==> src/rtl/id_ex_operand_stage_if.sv <==
// ID/EX operand stage bus: ID-side instruction fields, EX/MEM/WB forwarding
// sources, pipeline control, and the ID/EX latch outputs feeding EX.
interface id_ex_operand_stage_if #(
    parameter int unsigned DW = 32,
    parameter int unsigned AW = 5,
    parameter int unsigned CW = 16
);
    logic          id_valid;
    logic [DW-1:0] id_pc;
    logic [AW-1:0] id_rs1;
    logic [AW-1:0] id_rs2;
    logic          id_use_rs1;
    logic          id_use_rs2;
    logic [AW-1:0] id_rd;
    logic          id_regwrite;
    logic          id_mem_read;
    logic [DW-1:0] id_imm;
    logic [CW-1:0] id_ctrl;
    logic [DW-1:0] id_rd1;
    logic [DW-1:0] id_rd2;
    logic [DW-1:0] ex_alu_result;
    logic [AW-1:0] mem_rd;
    logic          mem_regwrite;
    logic [DW-1:0] mem_wdata;
    logic [AW-1:0] wb_rd;
    logic          wb_regwrite;
    logic [DW-1:0] wb_wdata;
    logic          hold;
    logic          flush;
    logic          stall;
    logic          ex_valid;
    logic [DW-1:0] ex_pc;
    logic [DW-1:0] ex_rs1_val;
    logic [DW-1:0] ex_rs2_val;
    logic [DW-1:0] ex_imm;
    logic [AW-1:0] ex_rd;
    logic          ex_regwrite;
    logic          ex_mem_read;
    logic [CW-1:0] ex_ctrl;

    // Pipeline side: drives ID fields and forwarding sources, observes the latch.
    modport master (
        output id_valid, id_pc, id_rs1, id_rs2, id_use_rs1, id_use_rs2, id_rd,
               id_regwrite, id_mem_read, id_imm, id_ctrl, id_rd1, id_rd2,
               ex_alu_result, mem_rd, mem_regwrite, mem_wdata,
               wb_rd, wb_regwrite, wb_wdata, hold, flush,
        input  stall, ex_valid, ex_pc, ex_rs1_val, ex_rs2_val, ex_imm, ex_rd,
               ex_regwrite, ex_mem_read, ex_ctrl
    );

    // Operand stage side.
    modport slave (
        input  id_valid, id_pc, id_rs1, id_rs2, id_use_rs1, id_use_rs2, id_rd,
               id_regwrite, id_mem_read, id_imm, id_ctrl, id_rd1, id_rd2,
               ex_alu_result, mem_rd, mem_regwrite, mem_wdata,
               wb_rd, wb_regwrite, wb_wdata, hold, flush,
        output stall, ex_valid, ex_pc, ex_rs1_val, ex_rs2_val, ex_imm, ex_rd,
               ex_regwrite, ex_mem_read, ex_ctrl
    );
endinterface

==> src/rtl/id_ex_operand_stage.sv <==
// ID/EX operand stage: forwards EX/MEM(/WB) results onto the register-file
// operands, detects load-use hazards (one bubble), and registers the decoded
// instruction into the ID/EX latch. Absorbs hold and branch flush.
// Optional macro FWD_WB_EN adds the WB forwarding path; without it the RF's
// write-before-read timing already presents the WB value on id_rd1/id_rd2.
module id_ex_operand_stage #(
    parameter int unsigned DW = 32,
    parameter int unsigned AW = 5,
    parameter int unsigned CW = 16
) (
    input  logic                 clk,
    input  logic                 rst,
    id_ex_operand_stage_if.slave bus
);

    logic          ex_valid_q,    ex_valid_d;
    logic [DW-1:0] ex_pc_q,       ex_pc_d;
    logic [DW-1:0] ex_rs1_val_q,  ex_rs1_val_d;
    logic [DW-1:0] ex_rs2_val_q,  ex_rs2_val_d;
    logic [DW-1:0] ex_imm_q,      ex_imm_d;
    logic [AW-1:0] ex_rd_q,       ex_rd_d;
    logic          ex_regwrite_q, ex_regwrite_d;
    logic          ex_mem_read_q, ex_mem_read_d;
    logic [CW-1:0] ex_ctrl_q,     ex_ctrl_d;

    logic          ex_hit1, ex_hit2, mem_hit1, mem_hit2;
    logic          load_use;
    logic [DW-1:0] rs1_fwd, rs2_fwd;

    function automatic logic src_hit(input logic use_rs, input logic [AW-1:0] rs,
                                     input logic [AW-1:0] rd, input logic we);
        return use_rs && (rs != '0) && (rd == rs) && we;
    endfunction

    assign ex_hit1  = src_hit(bus.id_use_rs1, bus.id_rs1, ex_rd_q, ex_regwrite_q && ex_valid_q);
    assign ex_hit2  = src_hit(bus.id_use_rs2, bus.id_rs2, ex_rd_q, ex_regwrite_q && ex_valid_q);
    assign mem_hit1 = src_hit(bus.id_use_rs1, bus.id_rs1, bus.mem_rd, bus.mem_regwrite);
    assign mem_hit2 = src_hit(bus.id_use_rs2, bus.id_rs2, bus.mem_rd, bus.mem_regwrite);

    assign load_use  = bus.id_valid && (ex_hit1 || ex_hit2) && ex_mem_read_q;
    assign bus.stall = (load_use || bus.hold) && !bus.flush;

`ifdef FWD_WB_EN
    logic wb_hit1, wb_hit2;
    assign wb_hit1 = src_hit(bus.id_use_rs1, bus.id_rs1, bus.wb_rd, bus.wb_regwrite);
    assign wb_hit2 = src_hit(bus.id_use_rs2, bus.id_rs2, bus.wb_rd, bus.wb_regwrite);
`else
    logic unused_wb;
    assign unused_wb = ^{bus.wb_rd, bus.wb_regwrite, bus.wb_wdata};
`endif

    // Operand select: youngest producer wins, a load still in EX cannot forward.
    always_comb begin
        rs1_fwd = bus.id_rd1;
        rs2_fwd = bus.id_rd2;
        if (ex_hit1 && !ex_mem_read_q) rs1_fwd = bus.ex_alu_result;
        else if (mem_hit1)             rs1_fwd = bus.mem_wdata;
`ifdef FWD_WB_EN
        else if (wb_hit1)              rs1_fwd = bus.wb_wdata;
`endif
        if (ex_hit2 && !ex_mem_read_q) rs2_fwd = bus.ex_alu_result;
        else if (mem_hit2)             rs2_fwd = bus.mem_wdata;
`ifdef FWD_WB_EN
        else if (wb_hit2)              rs2_fwd = bus.wb_wdata;
`endif
    end

    // Latch next state: flush > hold > load-use bubble > capture.
    always_comb begin
        ex_valid_d    = ex_valid_q;
        ex_pc_d       = ex_pc_q;
        ex_rs1_val_d  = ex_rs1_val_q;
        ex_rs2_val_d  = ex_rs2_val_q;
        ex_imm_d      = ex_imm_q;
        ex_rd_d       = ex_rd_q;
        ex_regwrite_d = ex_regwrite_q;
        ex_mem_read_d = ex_mem_read_q;
        ex_ctrl_d     = ex_ctrl_q;
        if (bus.flush || (!bus.hold && load_use)) begin
            ex_valid_d    = 1'b0;
            ex_pc_d       = '0;
            ex_rs1_val_d  = '0;
            ex_rs2_val_d  = '0;
            ex_imm_d      = '0;
            ex_rd_d       = '0;
            ex_regwrite_d = 1'b0;
            ex_mem_read_d = 1'b0;
            ex_ctrl_d     = '0;
        end else if (!bus.hold) begin
            ex_valid_d    = bus.id_valid;
            ex_pc_d       = bus.id_pc;
            ex_rs1_val_d  = rs1_fwd;
            ex_rs2_val_d  = rs2_fwd;
            ex_imm_d      = bus.id_imm;
            ex_rd_d       = bus.id_rd;
            ex_regwrite_d = bus.id_valid && bus.id_regwrite;
            ex_mem_read_d = bus.id_valid && bus.id_mem_read;
            ex_ctrl_d     = bus.id_ctrl;
        end
    end

    // ID/EX latch register with synchronous reset.
    always_ff @(posedge clk) begin
        if (rst) begin
            ex_valid_q    <= 1'b0;
            ex_pc_q       <= '0;
            ex_rs1_val_q  <= '0;
            ex_rs2_val_q  <= '0;
            ex_imm_q      <= '0;
            ex_rd_q       <= '0;
            ex_regwrite_q <= 1'b0;
            ex_mem_read_q <= 1'b0;
            ex_ctrl_q     <= '0;
        end else begin
            ex_valid_q    <= ex_valid_d;
            ex_pc_q       <= ex_pc_d;
            ex_rs1_val_q  <= ex_rs1_val_d;
            ex_rs2_val_q  <= ex_rs2_val_d;
            ex_imm_q      <= ex_imm_d;
            ex_rd_q       <= ex_rd_d;
            ex_regwrite_q <= ex_regwrite_d;
            ex_mem_read_q <= ex_mem_read_d;
            ex_ctrl_q     <= ex_ctrl_d;
        end
    end

    assign bus.ex_valid    = ex_valid_q;
    assign bus.ex_pc       = ex_pc_q;
    assign bus.ex_rs1_val  = ex_rs1_val_q;
    assign bus.ex_rs2_val  = ex_rs2_val_q;
    assign bus.ex_imm      = ex_imm_q;
    assign bus.ex_rd       = ex_rd_q;
    assign bus.ex_regwrite = ex_regwrite_q;
    assign bus.ex_mem_read = ex_mem_read_q;
    assign bus.ex_ctrl     = ex_ctrl_q;

endmodule

==> src/flat_wrapper.sv <==
// flat-port wrapper written by rule: the top's interface ports become plain ports
module id_ex_operand_stage_flat 
#(
    parameter int unsigned DW = 32,
    parameter int unsigned AW = 5,
    parameter int unsigned CW = 16
)
  (clk, rst, bus_id_valid, bus_id_pc, bus_id_rs1, bus_id_rs2, bus_id_use_rs1, bus_id_use_rs2, bus_id_rd, bus_id_regwrite, bus_id_mem_read, bus_id_imm, bus_id_ctrl, bus_id_rd1, bus_id_rd2, bus_ex_alu_result, bus_mem_rd, bus_mem_regwrite, bus_mem_wdata, bus_wb_rd, bus_wb_regwrite, bus_wb_wdata, bus_hold, bus_flush, bus_stall, bus_ex_valid, bus_ex_pc, bus_ex_rs1_val, bus_ex_rs2_val, bus_ex_imm, bus_ex_rd, bus_ex_regwrite, bus_ex_mem_read, bus_ex_ctrl);
  id_ex_operand_stage_if #(.DW(DW), .AW(AW), .CW(CW)) bus_i ();
  input  logic clk;
  input  logic rst;
  input wire logic [$bits(bus_i.id_valid)-1:0] bus_id_valid;
  input wire logic [$bits(bus_i.id_pc)-1:0] bus_id_pc;
  input wire logic [$bits(bus_i.id_rs1)-1:0] bus_id_rs1;
  input wire logic [$bits(bus_i.id_rs2)-1:0] bus_id_rs2;
  input wire logic [$bits(bus_i.id_use_rs1)-1:0] bus_id_use_rs1;
  input wire logic [$bits(bus_i.id_use_rs2)-1:0] bus_id_use_rs2;
  input wire logic [$bits(bus_i.id_rd)-1:0] bus_id_rd;
  input wire logic [$bits(bus_i.id_regwrite)-1:0] bus_id_regwrite;
  input wire logic [$bits(bus_i.id_mem_read)-1:0] bus_id_mem_read;
  input wire logic [$bits(bus_i.id_imm)-1:0] bus_id_imm;
  input wire logic [$bits(bus_i.id_ctrl)-1:0] bus_id_ctrl;
  input wire logic [$bits(bus_i.id_rd1)-1:0] bus_id_rd1;
  input wire logic [$bits(bus_i.id_rd2)-1:0] bus_id_rd2;
  input wire logic [$bits(bus_i.ex_alu_result)-1:0] bus_ex_alu_result;
  input wire logic [$bits(bus_i.mem_rd)-1:0] bus_mem_rd;
  input wire logic [$bits(bus_i.mem_regwrite)-1:0] bus_mem_regwrite;
  input wire logic [$bits(bus_i.mem_wdata)-1:0] bus_mem_wdata;
  input wire logic [$bits(bus_i.wb_rd)-1:0] bus_wb_rd;
  input wire logic [$bits(bus_i.wb_regwrite)-1:0] bus_wb_regwrite;
  input wire logic [$bits(bus_i.wb_wdata)-1:0] bus_wb_wdata;
  input wire logic [$bits(bus_i.hold)-1:0] bus_hold;
  input wire logic [$bits(bus_i.flush)-1:0] bus_flush;
  output wire logic [$bits(bus_i.stall)-1:0] bus_stall;
  output wire logic [$bits(bus_i.ex_valid)-1:0] bus_ex_valid;
  output wire logic [$bits(bus_i.ex_pc)-1:0] bus_ex_pc;
  output wire logic [$bits(bus_i.ex_rs1_val)-1:0] bus_ex_rs1_val;
  output wire logic [$bits(bus_i.ex_rs2_val)-1:0] bus_ex_rs2_val;
  output wire logic [$bits(bus_i.ex_imm)-1:0] bus_ex_imm;
  output wire logic [$bits(bus_i.ex_rd)-1:0] bus_ex_rd;
  output wire logic [$bits(bus_i.ex_regwrite)-1:0] bus_ex_regwrite;
  output wire logic [$bits(bus_i.ex_mem_read)-1:0] bus_ex_mem_read;
  output wire logic [$bits(bus_i.ex_ctrl)-1:0] bus_ex_ctrl;
  assign bus_i.id_valid = bus_id_valid;
  assign bus_i.id_pc = bus_id_pc;
  assign bus_i.id_rs1 = bus_id_rs1;
  assign bus_i.id_rs2 = bus_id_rs2;
  assign bus_i.id_use_rs1 = bus_id_use_rs1;
  assign bus_i.id_use_rs2 = bus_id_use_rs2;
  assign bus_i.id_rd = bus_id_rd;
  assign bus_i.id_regwrite = bus_id_regwrite;
  assign bus_i.id_mem_read = bus_id_mem_read;
  assign bus_i.id_imm = bus_id_imm;
  assign bus_i.id_ctrl = bus_id_ctrl;
  assign bus_i.id_rd1 = bus_id_rd1;
  assign bus_i.id_rd2 = bus_id_rd2;
  assign bus_i.ex_alu_result = bus_ex_alu_result;
  assign bus_i.mem_rd = bus_mem_rd;
  assign bus_i.mem_regwrite = bus_mem_regwrite;
  assign bus_i.mem_wdata = bus_mem_wdata;
  assign bus_i.wb_rd = bus_wb_rd;
  assign bus_i.wb_regwrite = bus_wb_regwrite;
  assign bus_i.wb_wdata = bus_wb_wdata;
  assign bus_i.hold = bus_hold;
  assign bus_i.flush = bus_flush;
  assign bus_stall = bus_i.stall;
  assign bus_ex_valid = bus_i.ex_valid;
  assign bus_ex_pc = bus_i.ex_pc;
  assign bus_ex_rs1_val = bus_i.ex_rs1_val;
  assign bus_ex_rs2_val = bus_i.ex_rs2_val;
  assign bus_ex_imm = bus_i.ex_imm;
  assign bus_ex_rd = bus_i.ex_rd;
  assign bus_ex_regwrite = bus_i.ex_regwrite;
  assign bus_ex_mem_read = bus_i.ex_mem_read;
  assign bus_ex_ctrl = bus_i.ex_ctrl;
  id_ex_operand_stage #(.DW(DW), .AW(AW), .CW(CW)) u_core (.clk(clk), .rst(rst), .bus(bus_i));
endmodule
==> config.mk <==
export PLATFORM = sky130hd
export DESIGN_NAME = id_ex_operand_stage_flat
export DESIGN_NICKNAME = d
export VERILOG_FILES = /design/src/rtl/id_ex_operand_stage_if.sv /design/src/rtl/id_ex_operand_stage.sv /design/src/flat_wrapper.sv
export SDC_FILE = /design/constraint.sdc
export NUM_CORES = 1
export LEC_CHECK = 0
export CAP_MARGIN = 20
export CELL_PAD_IN_SITES_DETAIL_PLACEMENT = 2
export CELL_PAD_IN_SITES_GLOBAL_PLACEMENT = 2
export CORE_MARGIN = 2
export CORE_UTILIZATION = 30
export DETAILED_ROUTE_END_ITERATION = 6
export DONT_BUFFER_PORTS = 1
export HOLD_SLACK_MARGIN = 0.15
export PLACE_DENSITY = 0.67
export SYNTH_ARGS = -nofsm -noshare
export SYNTH_HDL_FRONTEND = slang
export SYNTH_SLANG_ARGS = --single-unit
==> constraint.sdc <==
create_clock -name clk -period 3.2 [get_ports clk]
set_input_delay 0.96 -clock clk [delete_from_list [all_inputs] [get_ports clk]]
set_output_delay 0.96 -clock clk [all_outputs]
set_load 0.01 [all_outputs]
==> results list, run 1 <==
- Largest voltage drop on the vdd net: 0.000321 V
- Pin count of the biggest net entering global routing: 187
- RSZ-0062 raised after global routing: yes
- Tracing the worst setup path back leads to its startpoint at bus_id_rs1[0].
- After floorplanning, the core was sized to cover 28500 µm².
- Fin nets: 1129
- The die covers 30200 µm².
- The worst path in the final design needs a cycle of 3300 ps, including I/O delays and setup.
- The worst path uses 103% of the clock period.
- In this run the worst path has a maximum fanout of 3.
- The startpoint identified for the worst register-to-register timing path is u_core.bus.ex_rd[1].
* Die Wd: 174 µm
- Synthesis produced a netlist whose cell count is 915.
- For flop-to-flop paths, the worst setup slack is 670 ps.
- The wire-length estimate of the detail-placed layout is 24600 µm.
* CTS tree: done
- Total CTS buffers: 17
- The mapped netlist covers 8650 µm².
- The number of antenna diodes in the final layout is 0.
- Summed over all failing endpoints, the final setup total negative slack is -96.9 ps.
- The slowest stage of the critical path is the sky130_fd_sc_hd__or4_4 cell.
- Number of buffers added to fix hold violations after cts: 0
- Global routing used 23.3% of the available tracks.
- At the worst endpoint, the required time is 2240 ps.
* Max Clk Rate: 303 MHz
- The synthesized netlist contains 37 unique library cells.
- The count of final max-slew check failures came to 0.
- Height of the chip: 174 µm
- On the worst path, the slowest cell contributes a delay of 530 ps.
* Clock skew: 14.7 ps
- Maximum Capacitance Violations: 0
- In this run the static leakage power is 3.38 nW.
- Count of H-tree levels built during CTS: 4
* Fin worst setup slack: -96.9 ps
- Worst reg-to-reg path cell count: 7
- Critical path data arrival time: 2340 ps
* Via count: 7694
- The number of global-route vias before repair was 8278.
- The area growth from synthesis to layout is 12.4%.
- Category of the worst setup path launch point: input pin
* Path type of the worst min-delay path: flop to flop
- Result of the run: finished, violations left
- In this design, the largest share of critical-path delay is due to simple AND/OR/NAND/NOR gates.
- Critical Path, Cell by Cell: or4_4 -> o21a_2 -> and3_4 -> o211ai_1 -> a21oi_1 -> buf_4
- Maximum number of buffers from clock root to sink: 2
* Top layer reached by signal wires: met4
* Flip-flop and latch count after synthesis: 152
* Antenna violations before repair: 0
- The critical path runs through a total of 6 cells.
- Slew HR: 50.8%
* Num Clock Sinks: 152
- The floorplan has 62 rows.
- Worst Tran Pin Value: 738 ps
* Via-per-instance ratio: 6.16
* Number of nets with antenna violations after detailed routing: 0
- Leading post-synthesis cells by cell area: sky130_fd_sc_hd__dfxtp_1 35%, sky130_fd_sc_hd__mux2i_1 9.8%, sky130_fd_sc_hd__nor3_2 9.3%
- The number of endpoints with negative hold slack in the final report came to 0.
- Each instance of the synthesized netlist takes up on average 9.46 µm².
* First-pass GRT wire length: 54500 µm
- The number of buffers and inverters on the critical path is 1.
* Clk slew on worst S/H paths: 80 ps
* Met2 WL post-DR: 17700 µm
- The cell sitting at the root of the clock tree is a sky130_fd_sc_hd__clkbuf_16.
* Initial DRC Count: 411
- Setup violations remaining at the end of the flow were counted as 1.
- Sort of element at the end of the critical path: output port
* Port bufs: 0
* Total overflow reported by the global router: 0
* CP endpoint: bus_stall
- Routability congestion estimate from global placement: 0.773
- sky130_fd_sc_hd__dfxtp_1 takes more of the synthesized area than any other cell.
- After detailed routing, the wire length on met1 is 14600 µm.
* Routed length on met3: 3050 µm
- The setup path with the least slack is of type input pin to output port.
* Drc violations: 0
- Cells with a size suffix above 1 make up 19.4% of the layout.
* Net count of the mapped netlist: 1191
- The final reports fail on negative setup slack.
- The clock reaches the later pin of the worst-skew pair after 440 ps.
* Boundary pin count: 429
- Of the synthesized area, sequential elements account for 35.2%.
* WL final: 36100 µm
- The worst register-to-register path ends at u_core.bus.ex_rs1_val[28].
* TritonRoute pass-1 iters: 5
- For this run, the number of Yosys warnings is 0.
- Dividing the detail-routed wire length by the instance count gives 28.9 µm.
- Measured on the finished design, the core utilization comes to 34.1%.
- Initial core utilization: 30.3%
- In this run the power density over the cells is 485 nW/µm².
- The synthesized design devotes to its leading area cell type 35.2% of total area.
==> cells by family after synthesis <==
| family | share of synthesized area [%] |
|---|---|
| buf+inv | 7.64 |
| compound gates | 22.1 |
| mux | 9.83 |
| simple gates | 23.2 |
| flops | 35.2 |
| xor+xnor | 2.02 |
==> worst register-to-register path, cell delays in order, from the launching register on <==
cell and delay, ps:
sky130_fd_sc_hd__dfxtp_1 500, sky130_fd_sc_hd__xor2_1 160, sky130_fd_sc_hd__nor4_4 320, sky130_fd_sc_hd__buf_4 460
sky130_fd_sc_hd__and4b_2 470, sky130_fd_sc_hd__buf_12 200, sky130_fd_sc_hd__o31ai_1 130, sky130_fd_sc_hd__a211oi_1 210
==> cell type report <==
cell class	instances	area, µm²
Tap cell	384	480
Clock buffer	17	425
Timing Repair Buffer	40	438
Inverter	33	124
Fill cell	3150	18800
Clock inverter	15	194
Sequential cell	152	3040
Multi-Input combinational cell	609	5020
==> synthesized netlist by cell type <==
cell	count
sky130_fd_sc_hd__o2111a_1	1
sky130_fd_sc_hd__nor4b_2	1
sky130_fd_sc_hd__o21ai_2	1
sky130_fd_sc_hd__o21a_1	2
sky130_fd_sc_hd__nor3_2	80
sky130_fd_sc_hd__nor2_1	1
sky130_fd_sc_hd__a41oi_1	32
sky130_fd_sc_hd__nor4_2	1
sky130_fd_sc_hd__nor2b_1	1
sky130_fd_sc_hd__nor4_4	1
sky130_fd_sc_hd__o21ai_1	1
sky130_fd_sc_hd__and4b_1	1
sky130_fd_sc_hd__buf_6	9
sky130_fd_sc_hd__and4_1	66
sky130_fd_sc_hd__o31ai_1	32
sky130_fd_sc_hd__o311ai_1	13
sky130_fd_sc_hd__o311ai_0	19
sky130_fd_sc_hd__or2_2	1
sky130_fd_sc_hd__o211ai_1	1
sky130_fd_sc_hd__xor2_1	10
sky130_fd_sc_hd__nor3_1	10
sky130_fd_sc_hd__dfxtp_1	152
sky130_fd_sc_hd__a22oi_1	2
sky130_fd_sc_hd__mux2i_1	85
sky130_fd_sc_hd__xnor2_1	10
sky130_fd_sc_hd__inv_1	33
sky130_fd_sc_hd__o31a_1	64
sky130_fd_sc_hd__buf_1	5
sky130_fd_sc_hd__or4_1	2
sky130_fd_sc_hd__and3_1	2
sky130_fd_sc_hd__buf_2	12
sky130_fd_sc_hd__nand4_1	34
sky130_fd_sc_hd__clkbuf_1	95
sky130_fd_sc_hd__a21oi_1	2
sky130_fd_sc_hd__and2_1	2
sky130_fd_sc_hd__nand2_1	67
sky130_fd_sc_hd__a211oi_1	64
==> repair_timing <==
item / in CTS / in global routing
endpoints found under the setup margin: 1 / 1
pin swaps: 2 / 3
cloned: 0 / 0
gates resized for setup: 2 / 3
buffers inserted: 0 / 1
==> registers in the layout, summed over array words and instances, names as in the netlist <==
signal                  flops
u_core.bus.ex_mem_read      1
u_core.bus.ex_pc           32
u_core.bus.ex_rs2_val      32
u_core.bus.ex_rs1_val      32
u_core.bus.ex_ctrl         16
u_core.bus.ex_rd            5
u_core.bus.ex_imm          32
u_core.bus.ex_valid         1
u_core.bus.ex_regwrite      1
==> placed cells by master (no fill, tap or decap), types with 4 or more instances in the layout <==
| master | synthesis | final |
|---|---|---|
| sky130_fd_sc_hd__a211oi_1 | 64 | 64 |
| sky130_fd_sc_hd__a41oi_1 | 32 | 32 |
| sky130_fd_sc_hd__and4_1 | 66 | 66 |
| sky130_fd_sc_hd__buf_12 | 0 | 11 |
| sky130_fd_sc_hd__buf_4 | 0 | 29 |
| sky130_fd_sc_hd__clkbuf_16 | 0 | 17 |
| sky130_fd_sc_hd__clkinv_8 | 0 | 6 |
| sky130_fd_sc_hd__dfxtp_1 | 152 | 151 |
| sky130_fd_sc_hd__inv_1 | 33 | 33 |
| sky130_fd_sc_hd__inv_8 | 0 | 4 |
| sky130_fd_sc_hd__mux2i_1 | 85 | 85 |
| sky130_fd_sc_hd__nand2_1 | 67 | 67 |
| sky130_fd_sc_hd__nand4_1 | 34 | 34 |
| sky130_fd_sc_hd__nor3_1 | 10 | 8 |
| sky130_fd_sc_hd__nor3_2 | 80 | 82 |
| sky130_fd_sc_hd__o311ai_0 | 19 | 19 |
| sky130_fd_sc_hd__o311ai_1 | 13 | 13 |
| sky130_fd_sc_hd__o31a_1 | 64 | 64 |
| sky130_fd_sc_hd__o31ai_1 | 32 | 32 |
| sky130_fd_sc_hd__xnor2_1 | 10 | 10 |
| sky130_fd_sc_hd__xor2_1 | 10 | 10 |
==> stage by stage <==
| step | setup WS, ps | power (W) | hold WS, ps | area (µm²) | instances |
|---|---|---|---|---|---|
| global route | -161 | 0.00490 | 544 | 9730 | 1250 |
| detailed placement | -181 | 0.00260 | 518 | 9080 | 1217 |
| floorplan | 105 | 0.00246 | 496 | 8650 | 915 |
| global placement | -205 | 0.00258 | 511 | 9080 | 1217 |
| CTS | -141 | 0.00478 | 529 | 9710 | 1249 |
| finish | -96.9 | 0.00472 | 529 | 9730 | 1250 |
==> power breakdown <==
part	leakage [nW]	internal (W)	total (W)	switching (W)
Sequential	1.24	0.00195	0.00204	0.0000829
Combinational	1.85	0.000209	0.000523	0.000314
Clock	0.300	0.00107	0.00216	0.00109
==> per-layer routing <==
layer	global-route usage, %	up-vias
li1	-	3445
met1	27.9	3866
met5	0	-
met2	39.9	342
met4	6.62	0
met3	7.59	41
==> worst min path at each step <==
stage                     cells after the start  slack, ps                        end                      start
final                                         2        530  u_core.bus.ex_rs2_val[12]  u_core.bus.ex_rs2_val[12]
after global routing                          2        540  u_core.bus.ex_rs1_val[20]  u_core.bus.ex_rs1_val[20]
after CTS                                     2        530   u_core.bus.ex_rs2_val[7]   u_core.bus.ex_rs2_val[7]
after detailed placement                      2        520  u_core.bus.ex_rs1_val[20]  u_core.bus.ex_rs1_val[20]
after global placement                        2        510  u_core.bus.ex_rs1_val[25]  u_core.bus.ex_rs1_val[25]
after floorplan                               2        500  u_core.bus.ex_rs1_val[31]  u_core.bus.ex_rs1_val[31]
Note: power is estimated with default switching activity, not from simulation.
==> run 2, diff against run 1 <==
--- a/config.mk
+++ b/config.mk
@@ -10,8 +10,10 @@
 export CELL_PAD_IN_SITES_GLOBAL_PLACEMENT = 2
 export CORE_MARGIN = 2
 export CORE_UTILIZATION = 30
+export CTS_CLUSTER_SIZE = 30
 export DETAILED_ROUTE_END_ITERATION = 6
 export DONT_BUFFER_PORTS = 1
+export GPL_ROUTABILITY_DRIVEN = 0
 export HOLD_SLACK_MARGIN = 0.15
 export PLACE_DENSITY = 0.67
 export SYNTH_ARGS = -nofsm -noshare
==> results of run 2 <==
The final DEF is identical to that of run 1; final timing and power are the same.
